==> src/rtl/mips_loader_defs_pkg.sv <==
// Shared definitions for the boot-time instruction-memory loader:
// FSM state encodings and stream framing constants.
package mips_loader_defs;

    typedef enum logic [2:0] {
        IDLE,
        LEN_HI,
        LEN_LO,
        DATA,
        WRITE,
        DONE,
        ERROR
    } state_e;

    localparam int BYTES_PER_WORD = 4;
    localparam int LEN_BYTES      = 2;

endpackage

==> src/rtl/imem_loader_byte_packer.sv <==
// Big-endian byte-to-word shift register with a wrapping byte counter.
// word_next is the word as it will look once byte_in is shifted in.
module byte_packer
    import mips_loader_defs::*;
(
    input  logic        clk,
    input  logic        rst_n,
    input  logic        clr,
    input  logic        shift_en,
    input  logic [7:0]  byte_in,
    output logic [31:0] word_next,
    output logic        word_full
);

    logic [1:0]  cnt_q, cnt_d;
    logic [31:0] word_q, word_d;

    assign word_next = {word_q[23:0], byte_in};
    assign word_full = shift_en && !clr && (cnt_q == 2'(BYTES_PER_WORD - 1));

    always_comb begin
        cnt_d  = cnt_q;
        word_d = word_q;
        if (clr) begin
            cnt_d  = 2'd0;
            word_d = 32'd0;
        end else if (shift_en) begin
            cnt_d  = cnt_q + 2'd1;
            word_d = word_next;
        end
    end

    always_ff @(posedge clk or negedge rst_n) begin
        if (!rst_n) begin
            cnt_q  <= 2'd0;
            word_q <= 32'd0;
        end else begin
            cnt_q  <= cnt_d;
            word_q <= word_d;
        end
    end

endmodule

==> src/rtl/imem_loader.sv <==
// Boot loader: receives a length-prefixed byte stream, writes big-endian words
// into instruction memory from word 0, then releases the core via cpu_run.
module imem_loader
    import mips_loader_defs::*;
#(
    parameter int ADDR_W = 8
) (
    input  logic              clk,
    input  logic              rst_n,
    input  logic              start,
    input  logic              byte_valid,
    input  logic [7:0]        byte_data,
    output logic              byte_ready,
    output logic              imem_we,
    output logic [ADDR_W+1:0] imem_addr,
    output logic [31:0]       imem_wdata,
    output logic              cpu_run,
    output logic              done,
    output logic              error
);

    localparam logic [ADDR_W:0] DEPTH = {1'b1, {ADDR_W{1'b0}}};

    state_e            state_q, state_d;
    logic [15:0]       len_q, len_d;
    logic [ADDR_W:0]   idx_q, idx_d;
    logic              byte_ready_q, byte_ready_d;
    logic              imem_we_q, imem_we_d;
    logic [ADDR_W+1:0] imem_addr_q, imem_addr_d;
    logic [31:0]       imem_wdata_q, imem_wdata_d;
    logic              cpu_run_q, cpu_run_d;
    logic              done_q, done_d;
    logic              error_q, error_d;

    logic        xfer;
    logic [15:0] len_full;
    logic [31:0] word_next;
    logic        word_full;

    assign xfer = byte_valid && byte_ready_q;

    byte_packer u_packer (
        .clk       (clk),
        .rst_n     (rst_n),
        .clr       (state_q == IDLE),
        .shift_en  (xfer && (state_q == DATA)),
        .byte_in   (byte_data),
        .word_next (word_next),
        .word_full (word_full)
    );

    always_comb begin
        state_d      = state_q;
        len_d        = len_q;
        idx_d        = idx_q;
        imem_addr_d  = imem_addr_q;
        imem_wdata_d = imem_wdata_q;
        len_full     = {len_q[15:8], byte_data};
        case (state_q)
            IDLE:   if (start) state_d = LEN_HI;
            LEN_HI: if (xfer) begin
                len_d[15:8] = byte_data;
                state_d     = LEN_LO;
            end
            LEN_LO: if (xfer) begin
                len_d[7:0] = byte_data;
                // DEPTH itself is a legal length; only strictly larger is rejected
                if (len_full == 16'd0)                        state_d = DONE;
                else if ({16'd0, len_full} > 32'(DEPTH))      state_d = ERROR;
                else                                          state_d = DATA;
            end
            DATA:   if (word_full) begin
                state_d      = WRITE;
                imem_wdata_d = word_next;
                imem_addr_d  = {idx_q[ADDR_W-1:0], 2'b00};
            end
            WRITE: begin
                idx_d   = idx_q + 1'b1;
                state_d = (16'(idx_q) + 16'd1 == len_q) ? DONE : DATA;
            end
            DONE:    state_d = DONE;
            ERROR:   state_d = ERROR;
            default: state_d = IDLE;
        endcase
        byte_ready_d = (state_d == LEN_HI) || (state_d == LEN_LO) || (state_d == DATA);
        imem_we_d    = (state_d == WRITE);
        cpu_run_d    = (state_d == DONE);
        done_d       = (state_d == DONE);
        error_d      = (state_d == ERROR);
    end

    always_ff @(posedge clk or negedge rst_n) begin
        if (!rst_n) begin
            state_q      <= IDLE;
            len_q        <= 16'd0;
            idx_q        <= '0;
            byte_ready_q <= 1'b0;
            imem_we_q    <= 1'b0;
            imem_addr_q  <= '0;
            imem_wdata_q <= 32'd0;
            cpu_run_q    <= 1'b0;
            done_q       <= 1'b0;
            error_q      <= 1'b0;
        end else begin
            state_q      <= state_d;
            len_q        <= len_d;
            idx_q        <= idx_d;
            byte_ready_q <= byte_ready_d;
            imem_we_q    <= imem_we_d;
            imem_addr_q  <= imem_addr_d;
            imem_wdata_q <= imem_wdata_d;
            cpu_run_q    <= cpu_run_d;
            done_q       <= done_d;
            error_q      <= error_d;
        end
    end

    assign byte_ready = byte_ready_q;
    assign imem_we    = imem_we_q;
    assign imem_addr  = imem_addr_q;
    assign imem_wdata = imem_wdata_q;
    assign cpu_run    = cpu_run_q;
    assign done       = done_q;
    assign error      = error_q;

endmodule

==> config.mk <==
export PLATFORM = sky130hd
export DESIGN_NAME = imem_loader
export DESIGN_NICKNAME = d
export VERILOG_FILES = /design/src/rtl/mips_loader_defs_pkg.sv /design/src/rtl/imem_loader_byte_packer.sv /design/src/rtl/imem_loader.sv
export SDC_FILE = /design/constraint.sdc
export NUM_CORES = 1
export LEC_CHECK = 0
export CORE_AREA = 3 3 143 145
export DETAILED_ROUTE_END_ITERATION = 7
export DIE_AREA = 0 0 146 148
export SKIP_LAST_GASP = 1
export SYNTH_ARGS = -nofsm -noshare
export SYNTH_HDL_FRONTEND = slang
export SYNTH_HIERARCHICAL = 1
export SYNTH_SLANG_ARGS = --single-unit
==> constraint.sdc <==
create_clock -name clk -period 4.4 [get_ports clk]
set_input_delay 0.66 -clock clk [delete_from_list [all_inputs] [get_ports clk]]
set_output_delay 0.66 -clock clk [all_outputs]
set_load 0.005 [all_outputs]
==> results.py <==
metrics = {
    "clock_network": {
        "root_buffer": "clkbuf_16",
        "clkSinkCount": 98,
        "htreeDepth": 3,
        "cts_resized": 0,
        "cts_setup_buffers": 0,
        "ctsHoldBuffers": 0,
        "clock_latency_ns": 0.34,
        "cts_max_path_buffers": 2,
        "cts_tree": "yes",
        "clkTransAtPathRegs_ns": 0.07,
        "numCtsBuffers": 9,
    },
    "worst_hold_path": {
        "hold_path_class": "in -> async",
    },
    "placement": {
        "place.port_buffers": 56,
        "dpl.hpwl_um": 7180,
        "dpl_cell_area_um2": 5180,
        "routabilityCongestion": 0.774,
    },
    "final_layout": {
        "fillers": 2056,
        "diodes": 0,
        "fin_area_um2": 5490,
        "synthToLayoutAreaGrowth_pct": 23.9,
        "drive_gt1_frac": 0.106,
        "fin_nets": 490,
        "postLayoutCoreUtil": 0.284,
    },
    "logic_synthesis": {
        "synth_cell_type_count": 49,
        "synth_largest_area_cell": "dfrtp_1",
        "synth-edff-count": 0,
        "synthCells": 434,
        "avgSynthCellArea_um2": 10.2,
        "seq_area_frac_synth": 0.553,
        "synth_seq_cells": 98,
        "synth.top_cell.area_share": 0.553,
        "synth_warnings": 6,
        "yosys-top-cells-area": "dfrtp_1 55%, nand2_1 11%, mux2i_1 5.9%, mux2_2 4.1%, nor2_1 3.1%",
        "synthArstFlopShare": 1.00,
        "synth_flop_cell": "dfrtp_1",
        "syn_area_um2": 4430,
    },
    "critical_path": {
        "crit_fanout": 41,
        "criticalPathCategory": "in -> reg",
        "cp-startpoint": "byte_valid",
        "r2r-start": "state_q[1]",
        "timing.critical_path.arrival_ns": 3.01,
        "crit_path_end_kind": "flip-flop",
        "cp-start-kind": "input pin",
        "worstPathRequired_ns": 4.68,
    },
    "detailed_routing": {
        "final_antenna_net_count": 0,
        "wl_per_cell_um": 13.9,
        "viasPerCell": 4.16,
        "drc_errors": 0,
        "drt_iter0_drc": 162,
        "dr.pass1.iters": 4,
        "wirelength_um": 10400,
        "vias": 3101,
    },
    "floorplanning": {
        "start_util": 0.229,
        "rows": 51,
        "die_area_um2": 21600,
        "dieHeight_um": 148,
        "die_width_um": 146,
        "ios": 59,
        "core-area_um2": 19300,
    },
    "timing": {
        "period_needed_ns": 2.73,
        "worst_pin_slew_ns": 0.949,
        "slew_violations": 0,
        "timing.setup.tns_ns": 0,
        "fin_crit_sh": 0.621,
        "slew_headroom": 0.368,
        "hold_viol": 0,
        "setup-violations-final": 0,
        "max_freq_mhz": 366,
        "clock_skew_ns": 0.00568,
        "rsz0062_at_grt": "no",
    },
    "pwr": {
        "p_leak_nw": 2.49,
        "pwr-share-comb": 0.238,
        "p_clk_frac": 0.301,
        "p_sw_frac": 0.320,
        "power.net_switching_w": 0.000877,
        "pwr-share-seq": 0.460,
        "peakVddDrop_mv": 0.189,
        "p_per_area_nw_per_um2": 499,
        "p_int_w": 0.00187,
    },
    "grt": {
        "grt_max_degree": 74,
        "grt_pass1_vias": 3015,
        "antenna_found_initial": 0,
        "grt_pass1_wl_um": 17200,
        "grt_overflow": 0,
        "grt_use_total": 0.0996,
    },
    "outcome": {
        "status": "finished, final reports clean",
    },
    "run": {
        "maxCapViolCount": 0,
    },
}
==> critical path, stage by stage <==
cell and delay [ns]:
clkdlybuf4s50_1 0.48, nand2_1 0.20, nor2_4 0.16, nand2_1 0.05, nor2_1 0.19, nand3_1 0.10, buf_4 0.29, inv_1 0.41
buf_4 0.28, nand2_1 0.08, nand2_1 0.07
==> routing by layer <==
layer / wire length, um / GRT usage
met1: 5720 / 0.153
met2: 4230 / 0.139
met3: 283 / 0.0190
met4: 148 / 0.0334
met5: 0 / 0
==> layout make-up <==
class	instances	area (um2)	area share
multi-input combinational	303	1780	0.325
sequential	98	2450	0.447
inverter	2	7.51	0.00137
timing repair buffer	62	603	0.110
tap	265	332	0.0604
clock buffer	11	253	0.0460
clock inverter	5	61.3	0.0112
==> power by group through the flow <==
stage	clock (W)	combinational [W]	sequential (W)
global route	0.000887	0.000737	0.00130
CTS	0.000845	0.000660	0.00126
detailed placement	0	0.000655	0.00128
floorplan	0	0.000561	0.00118
finish	0.000826	0.000654	0.00126
global placement	0	0.000645	0.00128
==> layout by cell type (no fill, tap or decap), drive strengths merged, types with 4 or more instances in the layout <==
| cell type | Yosys | layout |
|---|---|---|
| mux2i | 26 | 26 |
| nor4 | 4 | 4 |
| nand2 | 133 | 133 |
| clkbuf | 15 | 11 |
| buf | 17 | 7 |
| or4 | 4 | 4 |
| a21oi | 4 | 4 |
| nand3 | 5 | 5 |
| clkdlybuf4s50 | 0 | 55 |
| mux2 | 16 | 16 |
| xnor2 | 11 | 11 |
| nor3 | 9 | 9 |
| o21ai | 4 | 4 |
| nor2 | 38 | 38 |
| dfrtp | 98 | 98 |
| xor2 | 7 | 7 |
| nor3b | 4 | 4 |
==> cell usage after synthesis (2+ instances only) <==
cell,count
nand2_1,133
dfrtp_1,98
nor2_1,37
mux2i_1,26
mux2_2,16
clkbuf_1,15
buf_4,11
xnor2_1,11
nor3_1,7
xor2_1,7
nand3_1,5
a21oi_1,4
nor4_1,4
o21ai_0,4
and2_1,3
buf_2,3
nor2b_1,3
nor3b_1,3
a21o_1,2
buf_12,2
ha_1,2
inv_1,2
nand2b_1,2
nand3b_1,2
nand4_1,2
nand4b_1,2
nor3_2,2
nor4b_1,2
or3_1,2
or4_1,2
or4_4,2
==> logic make-up (layout without fill, tap and decap cells) <==
group | count (synthesis) | after routing | share of synthesized area
and+or+nand+nor | 218 | 218 | 0.219
DFF | 98 | 98 | 0.553
muxes | 42 | 42 | 0.0994
buffers and inverters | 34 | 80 | 0.0480
AOI/OAI and AO/OA | 21 | 21 | 0.0381
xor gates and xnor gates | 18 | 18 | 0.0356
adders and majority gates | 2 | 2 | 0.00565
other | 1 | 2 | 0.000846
==> flip-flops by register name, summed over array words and instances, names as in the netlist <==
register / flops
byte_ready: 1
done: 1
error: 1
idx_q: 9
imem_addr: 8
imem_wdata: 32
imem_we: 1
len_q: 16
state_q: 3
u_packer/cnt_q: 2
u_packer/word_q: 24
==> stage by stage <==
step                      std cells  hold slack (ns)  power [W]  setup WS (ns)
final                           746            0.455    0.00274           1.67
after global routing            746            0.502    0.00292           1.40
after CTS                       746            0.475    0.00277           1.65
after detailed placement        730            0.453    0.00194           1.30
after global placement          730            0.458    0.00192           1.35
after floorplan                 435            0.364    0.00174           2.02
==> path summary, 6_finish.rpt <==
check / to / slack (ns) / cells after the start
min in group clk: imem_wdata[31] / 0.47 / 2
worst min-delay path: imem_addr[8] / 0.45 / 1
max in group asynchronous: u_packer/word_q[4] / 3.04 / 2
worst max-delay path: imem_addr[8] / 1.67 / 11
worst min register to register: imem_wdata[31] / 0.47 / 2
worst max register to register: imem_wdata[19] / 1.78 / 9
No activity file was read; power rests on OpenSTA's default activity.
